[src/rtl/ps2_keyboard_rx_if.sv]
// ---------------------------------------------------------------------------
// ps2_keyboard_rx_if
// Signal bundle between the PS/2 pins / keyboard driver and ps2_keyboard_rx.
//   rx_en        : receive enable (driver -> receiver)
//   ps2c, ps2d   : raw PS/2 clock and data from the pins
//   letter_case  : 0 = lowercase, 1 = uppercase ASCII letters
//   rx_done_tick : one-cycle pulse per accepted frame
//   rx_data      : last accepted scan-code byte
//   ascii_code   : combinational ASCII translation of rx_data
//   parity_err   : one-cycle pulse on a rejected frame (PS2_PARITY_CHECK_EN only)
// Modports: slave = receiver side, master = driver/pin side.
// ---------------------------------------------------------------------------
interface ps2_keyboard_rx_if;
  logic       rx_en;
  logic       ps2c;
  logic       ps2d;
  logic       letter_case;
  logic       rx_done_tick;
  logic [7:0] rx_data;
  logic [7:0] ascii_code;
`ifdef PS2_PARITY_CHECK_EN
  logic       parity_err;

  modport slave (
    input  rx_en, ps2c, ps2d, letter_case,
    output rx_done_tick, rx_data, ascii_code, parity_err
  );
  modport master (
    output rx_en, ps2c, ps2d, letter_case,
    input  rx_done_tick, rx_data, ascii_code, parity_err
  );
`else
  modport slave (
    input  rx_en, ps2c, ps2d, letter_case,
    output rx_done_tick, rx_data, ascii_code
  );
  modport master (
    output rx_en, ps2c, ps2d, letter_case,
    input  rx_done_tick, rx_data, ascii_code
  );
`endif
endinterface

[src/rtl/ps2_keyboard_rx.sv]
// ---------------------------------------------------------------------------
// ps2_keyboard_rx
// PS/2 keyboard receive front end: synchronises and deglitches ps2c,
// deserialises 11-bit device-to-host frames, presents the scan code with a
// one-cycle done tick and translates it (Set 2) to ASCII.
// Ports:
//   clk   : system clock, rising edge
//   reset : synchronous reset, active low
//   bus   : ps2_keyboard_rx_if.slave (rx_en, ps2c, ps2d, letter_case in;
//           rx_done_tick, rx_data, ascii_code [, parity_err] out)
// Optional feature macro: PS2_PARITY_CHECK_EN -- when defined, frames with a
// bad stop bit or even parity are rejected and parity_err pulses instead.
// ---------------------------------------------------------------------------
module ps2_keyboard_rx #(
  parameter int unsigned FILTER_LEN     = 8,
  parameter int unsigned TIMEOUT_CYCLES = 20000
) (
  input  logic              clk,
  input  logic              reset,
  ps2_keyboard_rx_if.slave  bus
);

  localparam int unsigned TMO_W   = $clog2(TIMEOUT_CYCLES + 1);
  localparam int unsigned FRAME_W = 11;
  localparam int unsigned CNT_W   = 4;

  typedef enum logic [1:0] {IDLE, DPS, LOAD} state_e;

  logic                  ps2c_meta_q, ps2c_sync_q;
  logic                  ps2d_meta_q, ps2d_sync_q;
  logic [FILTER_LEN-1:0] filter_q, filter_d;
  logic                  fclk_q, fclk_d;
  logic                  fall_c;

  state_e                state_q;
  logic [CNT_W-1:0]      bit_cnt_q;
  logic [TMO_W-1:0]      tmo_q;
  logic [FRAME_W-1:0]    frame_q, frame_d;
  logic [7:0]            rx_data_q;
  logic                  rx_done_tick_q;
  logic [7:0]            ascii_c;
  logic [7:0]            letter_c;
  logic                  unused_start_c;
`ifdef PS2_PARITY_CHECK_EN
  logic                  parity_err_q;
`endif

  // Synchronisers and clock deglitch filter; all idle-high out of reset.
  always_ff @(posedge clk) begin
    if (!reset) begin
      ps2c_meta_q <= 1'b1;
      ps2c_sync_q <= 1'b1;
      ps2d_meta_q <= 1'b1;
      ps2d_sync_q <= 1'b1;
      filter_q    <= '1;
      fclk_q      <= 1'b1;
    end else begin
      ps2c_meta_q <= bus.ps2c;
      ps2c_sync_q <= ps2c_meta_q;
      ps2d_meta_q <= bus.ps2d;
      ps2d_sync_q <= ps2d_meta_q;
      filter_q    <= filter_d;
      fclk_q      <= fclk_d;
    end
  end

  // Filtered clock switches only on a fully settled filter window.
  always_comb begin
    filter_d = {ps2c_sync_q, filter_q[FILTER_LEN-1:1]};
    fclk_d   = fclk_q;
    if (filter_d == '1) begin
      fclk_d = 1'b1;
    end else if (filter_d == '0) begin
      fclk_d = 1'b0;
    end
    fall_c  = fclk_q & ~fclk_d;
    frame_d = {ps2d_sync_q, frame_q[FRAME_W-1:1]};
  end

  // The start bit ends up in frame_q[0] and is deliberately not checked.
  assign unused_start_c = frame_q[0];

  // Receive FSM; rx_done_tick is set on the edge entering LOAD so it is
  // high exactly while the FSM sits in LOAD.
  always_ff @(posedge clk) begin
    if (!reset) begin
      state_q        <= IDLE;
      bit_cnt_q      <= '0;
      tmo_q          <= '0;
      frame_q        <= '0;
      rx_data_q      <= 8'h00;
      rx_done_tick_q <= 1'b0;
`ifdef PS2_PARITY_CHECK_EN
      parity_err_q   <= 1'b0;
`endif
    end else begin
      rx_done_tick_q <= 1'b0;
`ifdef PS2_PARITY_CHECK_EN
      parity_err_q   <= 1'b0;
`endif
      case (state_q)
        IDLE: begin
          tmo_q <= '0;
          if (fall_c && bus.rx_en) begin
            frame_q   <= frame_d;
            bit_cnt_q <= CNT_W'(9);
            state_q   <= DPS;
          end
        end
        DPS: begin
          if (fall_c) begin
            frame_q <= frame_d;
            tmo_q   <= '0;
            if (bit_cnt_q == '0) begin
              state_q <= LOAD;
`ifdef PS2_PARITY_CHECK_EN
              // Stop bit must be 1 and data+parity must have odd weight.
              if (frame_d[10] && (^frame_d[9:1])) begin
                rx_data_q      <= frame_d[8:1];
                rx_done_tick_q <= 1'b1;
              end else begin
                parity_err_q   <= 1'b1;
              end
`else
              rx_data_q      <= frame_d[8:1];
              rx_done_tick_q <= 1'b1;
`endif
            end else begin
              bit_cnt_q <= bit_cnt_q - CNT_W'(1);
            end
          end else if (tmo_q == TMO_W'(TIMEOUT_CYCLES - 1)) begin
            // Device stopped clocking mid-frame: drop the partial frame.
            state_q   <= IDLE;
            tmo_q     <= '0;
            bit_cnt_q <= '0;
          end else begin
            tmo_q <= tmo_q + TMO_W'(1);
          end
        end
        LOAD: begin
          state_q <= IDLE;
        end
        default: begin
          state_q <= IDLE;
        end
      endcase
    end
  end

  // Set-2 scan code to ASCII; letters are resolved to lowercase first.
  always_comb begin
    ascii_c  = 8'h00;
    letter_c = 8'h00;
    case (rx_data_q)
      8'h1C: letter_c = 8'h61;
      8'h32: letter_c = 8'h62;
      8'h21: letter_c = 8'h63;
      8'h23: letter_c = 8'h64;
      8'h24: letter_c = 8'h65;
      8'h2B: letter_c = 8'h66;
      8'h34: letter_c = 8'h67;
      8'h33: letter_c = 8'h68;
      8'h43: letter_c = 8'h69;
      8'h3B: letter_c = 8'h6A;
      8'h42: letter_c = 8'h6B;
      8'h4B: letter_c = 8'h6C;
      8'h3A: letter_c = 8'h6D;
      8'h31: letter_c = 8'h6E;
      8'h44: letter_c = 8'h6F;
      8'h4D: letter_c = 8'h70;
      8'h15: letter_c = 8'h71;
      8'h2D: letter_c = 8'h72;
      8'h1B: letter_c = 8'h73;
      8'h2C: letter_c = 8'h74;
      8'h3C: letter_c = 8'h75;
      8'h2A: letter_c = 8'h76;
      8'h1D: letter_c = 8'h77;
      8'h22: letter_c = 8'h78;
      8'h35: letter_c = 8'h79;
      8'h1A: letter_c = 8'h7A;
      8'h45: ascii_c  = 8'h30;
      8'h16: ascii_c  = 8'h31;
      8'h1E: ascii_c  = 8'h32;
      8'h26: ascii_c  = 8'h33;
      8'h25: ascii_c  = 8'h34;
      8'h2E: ascii_c  = 8'h35;
      8'h36: ascii_c  = 8'h36;
      8'h3D: ascii_c  = 8'h37;
      8'h3E: ascii_c  = 8'h38;
      8'h46: ascii_c  = 8'h39;
      8'h29: ascii_c  = 8'h20;
      8'h5A: ascii_c  = 8'h0D;
      8'h66: ascii_c  = 8'h08;
      default: ascii_c = 8'h00;
    endcase
    if (letter_c != 8'h00) begin
      ascii_c = bus.letter_case ? (letter_c - 8'h20) : letter_c;
    end
  end

  assign bus.rx_done_tick = rx_done_tick_q;
  assign bus.rx_data      = rx_data_q;
  assign bus.ascii_code   = ascii_c;
`ifdef PS2_PARITY_CHECK_EN
  assign bus.parity_err   = parity_err_q;
`endif

endmodule

[src/flat_wrapper.sv]
// flat-port wrapper written by rule: the top's interface ports become plain ports
module ps2_keyboard_rx_flat 
#(
  parameter int unsigned FILTER_LEN     = 8,
  parameter int unsigned TIMEOUT_CYCLES = 20000
)
  (clk, reset, bus_rx_en, bus_ps2c, bus_ps2d, bus_letter_case, bus_rx_done_tick, bus_rx_data, bus_ascii_code);
  ps2_keyboard_rx_if bus_i ();
  input  logic clk;
  input  logic reset;
  input wire logic [$bits(bus_i.rx_en)-1:0] bus_rx_en;
  input wire logic [$bits(bus_i.ps2c)-1:0] bus_ps2c;
  input wire logic [$bits(bus_i.ps2d)-1:0] bus_ps2d;
  input wire logic [$bits(bus_i.letter_case)-1:0] bus_letter_case;
  output wire logic [$bits(bus_i.rx_done_tick)-1:0] bus_rx_done_tick;
  output wire logic [$bits(bus_i.rx_data)-1:0] bus_rx_data;
  output wire logic [$bits(bus_i.ascii_code)-1:0] bus_ascii_code;
  assign bus_i.rx_en = bus_rx_en;
  assign bus_i.ps2c = bus_ps2c;
  assign bus_i.ps2d = bus_ps2d;
  assign bus_i.letter_case = bus_letter_case;
  assign bus_rx_done_tick = bus_i.rx_done_tick;
  assign bus_rx_data = bus_i.rx_data;
  assign bus_ascii_code = bus_i.ascii_code;
  ps2_keyboard_rx #(.FILTER_LEN(FILTER_LEN), .TIMEOUT_CYCLES(TIMEOUT_CYCLES)) u_core (.clk(clk), .reset(reset), .bus(bus_i));
endmodule
[config.mk]
export PLATFORM = sky130hd
export DESIGN_NAME = ps2_keyboard_rx_flat
export DESIGN_NICKNAME = d
export VERILOG_FILES = /design/src/rtl/ps2_keyboard_rx_if.sv /design/src/rtl/ps2_keyboard_rx.sv /design/src/flat_wrapper.sv
export SDC_FILE = /design/constraint.sdc
export NUM_CORES = 1
export LEC_CHECK = 0
export BUFFER_PORTS_ARGS = -buffer_cell sky130_fd_sc_hd__buf_4
export CORE_ASPECT_RATIO = 1.5
export CORE_UTILIZATION = 40
export DETAILED_ROUTE_END_ITERATION = 6
export PLACE_DENSITY_LB_ADDON = 0.1
export SLEW_MARGIN = 20
export SYNTH_ARGS = -nofsm -noshare
export SYNTH_HDL_FRONTEND = slang
export SYNTH_SLANG_ARGS = --single-unit
[constraint.sdc]
create_clock -name clk -period 3.3 [get_ports clk]
set_input_delay 0.33 -clock clk [delete_from_list [all_inputs] [get_ports clk]]
set_output_delay 0.33 -clock clk [all_outputs]
set_load 0.01 [all_outputs]
After elaboration in Yosys (flattened, before gate mapping) --
Index checks and enable logic that the tools add are counted.
Cells by class: multiply operators 0, divide/modulo/power cells 0, multiplexer cells 23, reductions and logical operators 11, $lt $le $gt $ge 0, equal/unequal tests 47, bitwise operators 2, $add $sub $neg 3, shifts and indexed selects 0
Operators by type and width (number):
- equality test 8 x 6 -> 1 bit, second input constant | 23
- one-hot mux 7 bit (26 select lines) | 1
- one-hot mux 6 bit (13 select lines) | 1
- equality test 8 x 7 -> 1 bit, second input constant | 9
- equality test 8 x 5 -> 1 bit, second input constant | 7
- two-way mux 15 bit | 2
- one-hot mux 15 bit (2 select lines) | 1
- two-way mux 11 bit | 2
- one-hot mux 11 bit (2 select lines) | 1
- two-way mux 4 bit | 4
- two-way mux 8 bit | 2
- adder 15 x 1 -> 15 bit, second input constant | 1
- equality test 15 bit, second input constant | 1
- AND reduction 3 bit | 4
- equality test 8 bit, second input constant | 1
- logical NOT 8 bit | 1
- two-way mux 2 bit | 4
- one-hot mux 4 bit (2 select lines) | 1
- nonzero test 8 bit | 1
- subtractor 7 x 6 -> 8 bit, second input constant | 1
- != test 3 bit, second input constant | 2
- logical NOT 4 bit | 1
- != test 2 x 1 -> 1 bit, second input constant | 2
- one-hot mux 2 bit (2 select lines) | 1
- other kinds (10) | 12
Word-level totals: bits in read-only memories 0, memories 0, RAM bits 0, input port bits 6, latch bits 0, word-level logic and storage cells 98, bits in registers 54

Longest topological paths before layout --
depth after elaboration 8, gate-level depth with buffers 10, mapped depth without buffers 8

Worst setup path after synthesis --
OpenSTA, ideal clock, no wires.
path type register to output, start register u_core.rx_data_q[1], in the netlist u_core.bus.rx_data[1], end output bus_ascii_code[5], arrival 2021 ps, setup slack 949 ps, required time 2970 ps, cell stages (with the launch flop) 10, cells stage by stage dfxtp_1 -> clkbuf_1 -> nor4bb_1 -> nand2_1 -> nor2_1 -> a22oi_1 -> nand3_1 -> inv_2 -> ha_1 -> a211o_1
Between the ends: longest elaborated chain between the ends 5, elaborated cells on any way between the ends 45, those cells by class 1 x add/sub; 39 x eq/ne; 4 x mux; 1 x reduce/logical
Ends and longest elaborated chain:
- start, declared | line ps2_keyboard_rx.sv:39 | logic [7:0] rx_data_q;
- start signal, assigned | line ps2_keyboard_rx.sv:125 | rx_data_q <= frame_d[8:1];
- equality test 8 x 5 -> 1 bit, or another cell as far along | line ps2_keyboard_rx.sv:154 | case (rx_data_q)
- one-hot mux 7 bit (26 select lines) | line ps2_keyboard_rx.sv:154
- subtractor 7 x 6 -> 8 bit | line ps2_keyboard_rx.sv:197 | ascii_c = bus.letter_case ? (letter_c - 8'h20) : letter_c;
- two-way mux 8 bit | line ps2_keyboard_rx.sv:197
- two-way mux 8 bit (*) | line ps2_keyboard_rx.sv:196 | if (letter_c != 8'h00) begin
- end, declared | line flat_wrapper.sv:17 | output wire logic [$bits(bus_i.ascii_code)-1:0] bus_ascii_code;
Mark *: on every way between the ends. The rest lies on a longest branch, timed or not.

Final worst setup path --
Same ends and word-level chain as after synthesis.

==> parameters.txt <==
Parameter                              Value

Synthesis
  Synth area leaders ... sky130_fd_sc_hd__dfxtp_1, sky130_fd_sc_hd__nor2b_1, sky130_fd_sc_hd__mux2i_1
  Fraction of post-synthesis cell area in the top cell type by area ... 33.4%
  Part of the Yosys area used for sequential elements ... 33.4%
  Avg Inst Size Synth ... about 8.2 um2
  Predominant post-synthesis flop cell ... sky130_fd_sc_hd__dfxtp_1
  Ranking of synthesized cells by instance count ... sky130_fd_sc_hd__dfxtp_1, sky130_fd_sc_hd__nor2_1, sky130_fd_sc_hd__nor2b_1, sky130_fd_sc_hd__nand2_1, sky130_fd_sc_hd__nand2b_1
  Number of warning messages in the yosys log ... 0
  Synthesized netlist net count ... 383
  Total of flip-flops plus latches after synthesis ... 51
  Cell type contributing the most total cell area after synthesis ... sky130_fd_sc_hd__dfxtp_1
  Netlist Area Pre-Place ... 3060 um2
  Gate count after technology mapping ... 372
  Count of cell types in the netlist ... 60
  Most common cell in the synthesized netlist ... sky130_fd_sc_hd__dfxtp_1
  Post-synth EDFFs ... 0
  Fraction of registers with async set/reset ... 0%

Critical path
  Worst R2R Setup Slack ... 1.10 ns
  Data arrival time at the worst-slack endpoint ... 2.75 ns
  Critical path cell sequence ... buf_4 -> nand2b_1 -> o21a_1 -> o21ai_1 -> a221oi_1 -> nand3_1 -> inv_2 -> ha_1 -> a211o_1 -> buf_4
  Startpoint kind of the worst setup timing path ... register
  Most repeated library cell on the critical path ... sky130_fd_sc_hd__buf_4
  FF-to-FF Start ... u_core.filter_q[2]
  Cell class contributing the biggest share of worst-path delay ... compound AO/OA/AOI/OAI gates
  Number of cells on the worst reg-to-reg path ... 6
  Buffers plus inverters on the worst setup path ... 3
  Delay of the slowest cell on the worst path ... between 0.5 and 0.6 ns
  Type of the worst setup path ... register to output pin
  R2r endpoint ... u_core.bit_cnt_q[2]
  Critical path's slowest cell ... sky130_fd_sc_hd__dfxtp_1
  Peak fanout along the critical path ... 10
  Crit path capture type ... output pin
  Crit path required time ... about 3.0 ns

Hold path
  End point of the worst hold path ... u_core.ps2d_meta_q
  Startpoint of the lowest-slack hold path ... bus_ps2d
  Kind of path behind the tightest hold check ... primary input to register
  Number of cells on the worst hold path ... 2

Place
  Final weighted congestion in routability-driven placement ... 0.930
  Minimum setup slack after placement ... ~0.41 ns
  Number of buffers inserted by port buffering ... 22
  DP Wirelength ... 5.46 mm
  Number of instances in the placed design ... 480
  Total placed instance area ... ~3300 um2

Die
  X dimension of the die ... ~73 um
  DIE HEIGHT ... 109 um
  Number of top-level pins ... 23
  Initial core utilization ... a little over two fifths
  Core Area ... 7320 um2
  Num rows ... 38
  Die Footprint ... ~8000 um2

Power
  Clk network pwr share ... 36.1%
  Switching power as a share of total power ... between 20% and 30%
  Share of total power in sequential cells ... about 62%
  Leakage power ... 1.39 nW
  Total power after layout ... ~1.0 mW
  Combinational Power Share ... 2.0%
  Power Density ... 293 nW/um2
  Internal power summed over all cells ... 0.778 mW
  IR drop worst, VDD ... 0.000337 V
  Switching power ... 0.224 mW

GRT
  Antenna violations before repair ... 0
  Met1 track utilization from global routing ... between 20% and 30%
  Met2 Resource Use GR ... between 30% and 40%
  Highest-utilization routing layer at the global route stage ... met2
  Maximum number of pins on one net before global-route repair ... 49
  Vias in the first global route ... 2643
  Final global-route overflow total ... 0
  Overall fraction of global-route tracks in use ... approximately 21%
  Wire length of the first global-routing pass ... 12.6 mm
  GR Util met3 ... under 10%

Clock tree
  CTS tree ... built
  Count of hold-fix buffers inserted at cts ... 0
  Reg clk slew, reported paths ... 0.09 ns
  Clock Tree Buf Depth ... 2
  Clock latency of the later-clocked register in the worst-skew pair ... between 0.3 and 0.4 ns
  Number of H-tree levels ... 2
  Clock net sink count ... 51
  Buffer cell driving the clock tree root ... sky130_fd_sc_hd__clkbuf_8
  CTS buffer count ... 5

Timing
  Setup clock skew after layout ... 0.00637 ns
  Total Negative Setup Slacks ... 0 ns
  Pins Over Slew Limit ... 0
  Final period util ... 93.2%
  Time the final worst path needs with I/O delays and setup ... roughly 3.1 ns
  Hold Violations, Final ... 0
  Finish-stage setup viols ... 0
  Worst-case setup margin in the final layout ... 0.224 ns
  Headroom to the max-slew limit ... between 50% and 60%
  Min Hold Slack ... 0.194 ns
  Worst Max-Slew Pin Slew ... 0.619 ns
  Setup repair after global routing missed its margin ... false
  Max frequency ... 325 MHz

Layout
  Ratio of cells with drive above 1 in the final layout ... 13.9%
  Share of the core filled with cells ... 46.6%
  Post-route insts no fill ... 488
  Area overhead of the layout relative to synthesis ... 11.8%
  Diodes inserted ... 0
  Register Area ... 1020 um2
  Post-route cell area ... 3410 um2
  Area taken by multi-input logic gates ... 1890 um2
  Number of nets in the layout ... around 400
  Filler instances ... ~780

Drt
  Number of iterations in the first detailed-routing pass ... 4
  Via count of the routed design ... approximately 2800
  DRT iter0 DRCs ... 108
  DRC viols ... 0
  Mean number of vias per cell ... 5.67
  Total detailed-routing wirelength ... ~7.5 mm
  DR WL/cell ... roughly 15 um
  Number of nets with antenna violations after detailed routing ... 0

Status
  Run status ... finished, final reports clean

Job
  Number of max-capacitance violations reported ... 0
worst max path at each step:
| stage | start | end | slack (ns) | depth (start not counted) |
|---|---|---|---|---|
| detailed placement | u_core.bus.rx_data[5] | bus_ascii_code[5] | 0.41 | 9 |
| CTS | u_core.bus.rx_data[5] | bus_ascii_code[5] | 0.04 | 9 |
| global placement | u_core.bus.rx_data[5] | bus_ascii_code[5] | 0.49 | 9 |
| finish | u_core.bus.rx_data[1] | bus_ascii_code[5] | 0.22 | 10 |
| floorplan | u_core.bus.rx_data[1] | bus_ascii_code[5] | 0.95 | 9 |
| global route | u_core.bus.rx_data[4] | bus_ascii_code[5] | 0.02 | 9 |
layout by cell type (no fill, tap or decap), types with 3 or more instances in the layout:
| cell | instances |
|---|---|
| sky130_fd_sc_hd__nor3b_1 | 6 |
| sky130_fd_sc_hd__o21ai_1 | 7 |
| sky130_fd_sc_hd__ha_1 | 5 |
| sky130_fd_sc_hd__and2_1 | 4 |
| sky130_fd_sc_hd__o22ai_1 | 5 |
| sky130_fd_sc_hd__clkbuf_8 | 5 |
| sky130_fd_sc_hd__o211ai_1 | 4 |
| sky130_fd_sc_hd__o21ai_0 | 11 |
| sky130_fd_sc_hd__nor4bb_1 | 4 |
| sky130_fd_sc_hd__o2111ai_1 | 3 |
| sky130_fd_sc_hd__nor4_1 | 3 |
| sky130_fd_sc_hd__nor2_1 | 31 |
| sky130_fd_sc_hd__a22oi_1 | 5 |
| sky130_fd_sc_hd__dfxtp_1 | 50 |
| sky130_fd_sc_hd__nor2b_1 | 28 |
| sky130_fd_sc_hd__or3_1 | 3 |
| sky130_fd_sc_hd__o21a_1 | 3 |
| sky130_fd_sc_hd__buf_4 | 34 |
| sky130_fd_sc_hd__mux2i_1 | 15 |
| sky130_fd_sc_hd__a21oi_1 | 12 |
| sky130_fd_sc_hd__nand4_1 | 11 |
| sky130_fd_sc_hd__xor2_1 | 6 |
| sky130_fd_sc_hd__and4_1 | 3 |
| sky130_fd_sc_hd__nor3_1 | 9 |
| sky130_fd_sc_hd__a21boi_1 | 4 |
| sky130_fd_sc_hd__nand2b_1 | 20 |
| sky130_fd_sc_hd__and3_1 | 8 |
| sky130_fd_sc_hd__inv_1 | 7 |
| sky130_fd_sc_hd__nand3_1 | 14 |
| sky130_fd_sc_hd__nand2_1 | 23 |
what timing repair did:
item                                    CTS  global route
resized for setup                         0             2
endpoints found under the setup margin    0             1
buffers inserted                          0             0
hold endpoints to repair                  0             0
power by group through the flow:
stage / clock network (mW) / logic, mW / registers (mW)
6_report: 0.361 / 0.0204 / 0.620
5_1_grt: 0.406 / 0.0230 / 0.621
4_1_cts: 0.385 / 0.0208 / 0.620
3_5_place_dp: 0 / 0.0208 / 0.634
3_3_place_gp: 0 / 0.0208 / 0.634
2_1_floorplan: 0 / 0.0139 / 0.634
layer usage:
layer  part of all wire [%]  wire length [um]  vias to the layer above
met5                      0                 0                        -
met4                    5.8               435                        0
met3                    3.2               243                       30
met2                     50              3750                       68
met1                     41              3050                     1297
li1                       -                 -                     1374
cells by family after synthesis:
family          Yosys count  share of synthesized area (%)
flops                    51                           33.4
buf+inv                  35                           4.79
fa+ha+maj                 5                           2.05
xor+xnor                  8                           2.29
simple gates            181                           34.8
compound gates           77                           17.7
mux                      15                           4.91
registers in the layout (all words and copies together), names as in the netlist, 2 cells and up:
register,count
u_core.tmo_q,15
u_core.bit_cnt_q,4
u_core.bus.rx_data,8
u_core.filter_q,7
u_core.state_q,2
u_core.frame_q,9
layout make-up:
class                      count  share of cell area [%]
sequential                    51                    29.9
multi-input combinational    286                    55.4
clock buffer                   5                    2.02
timing repair buffer          34                    7.48
inverter                       9                   0.989
tap                          100                    3.66
clock inverter                 3                   0.550
Note: power is estimated with default switching activity, not from simulation.
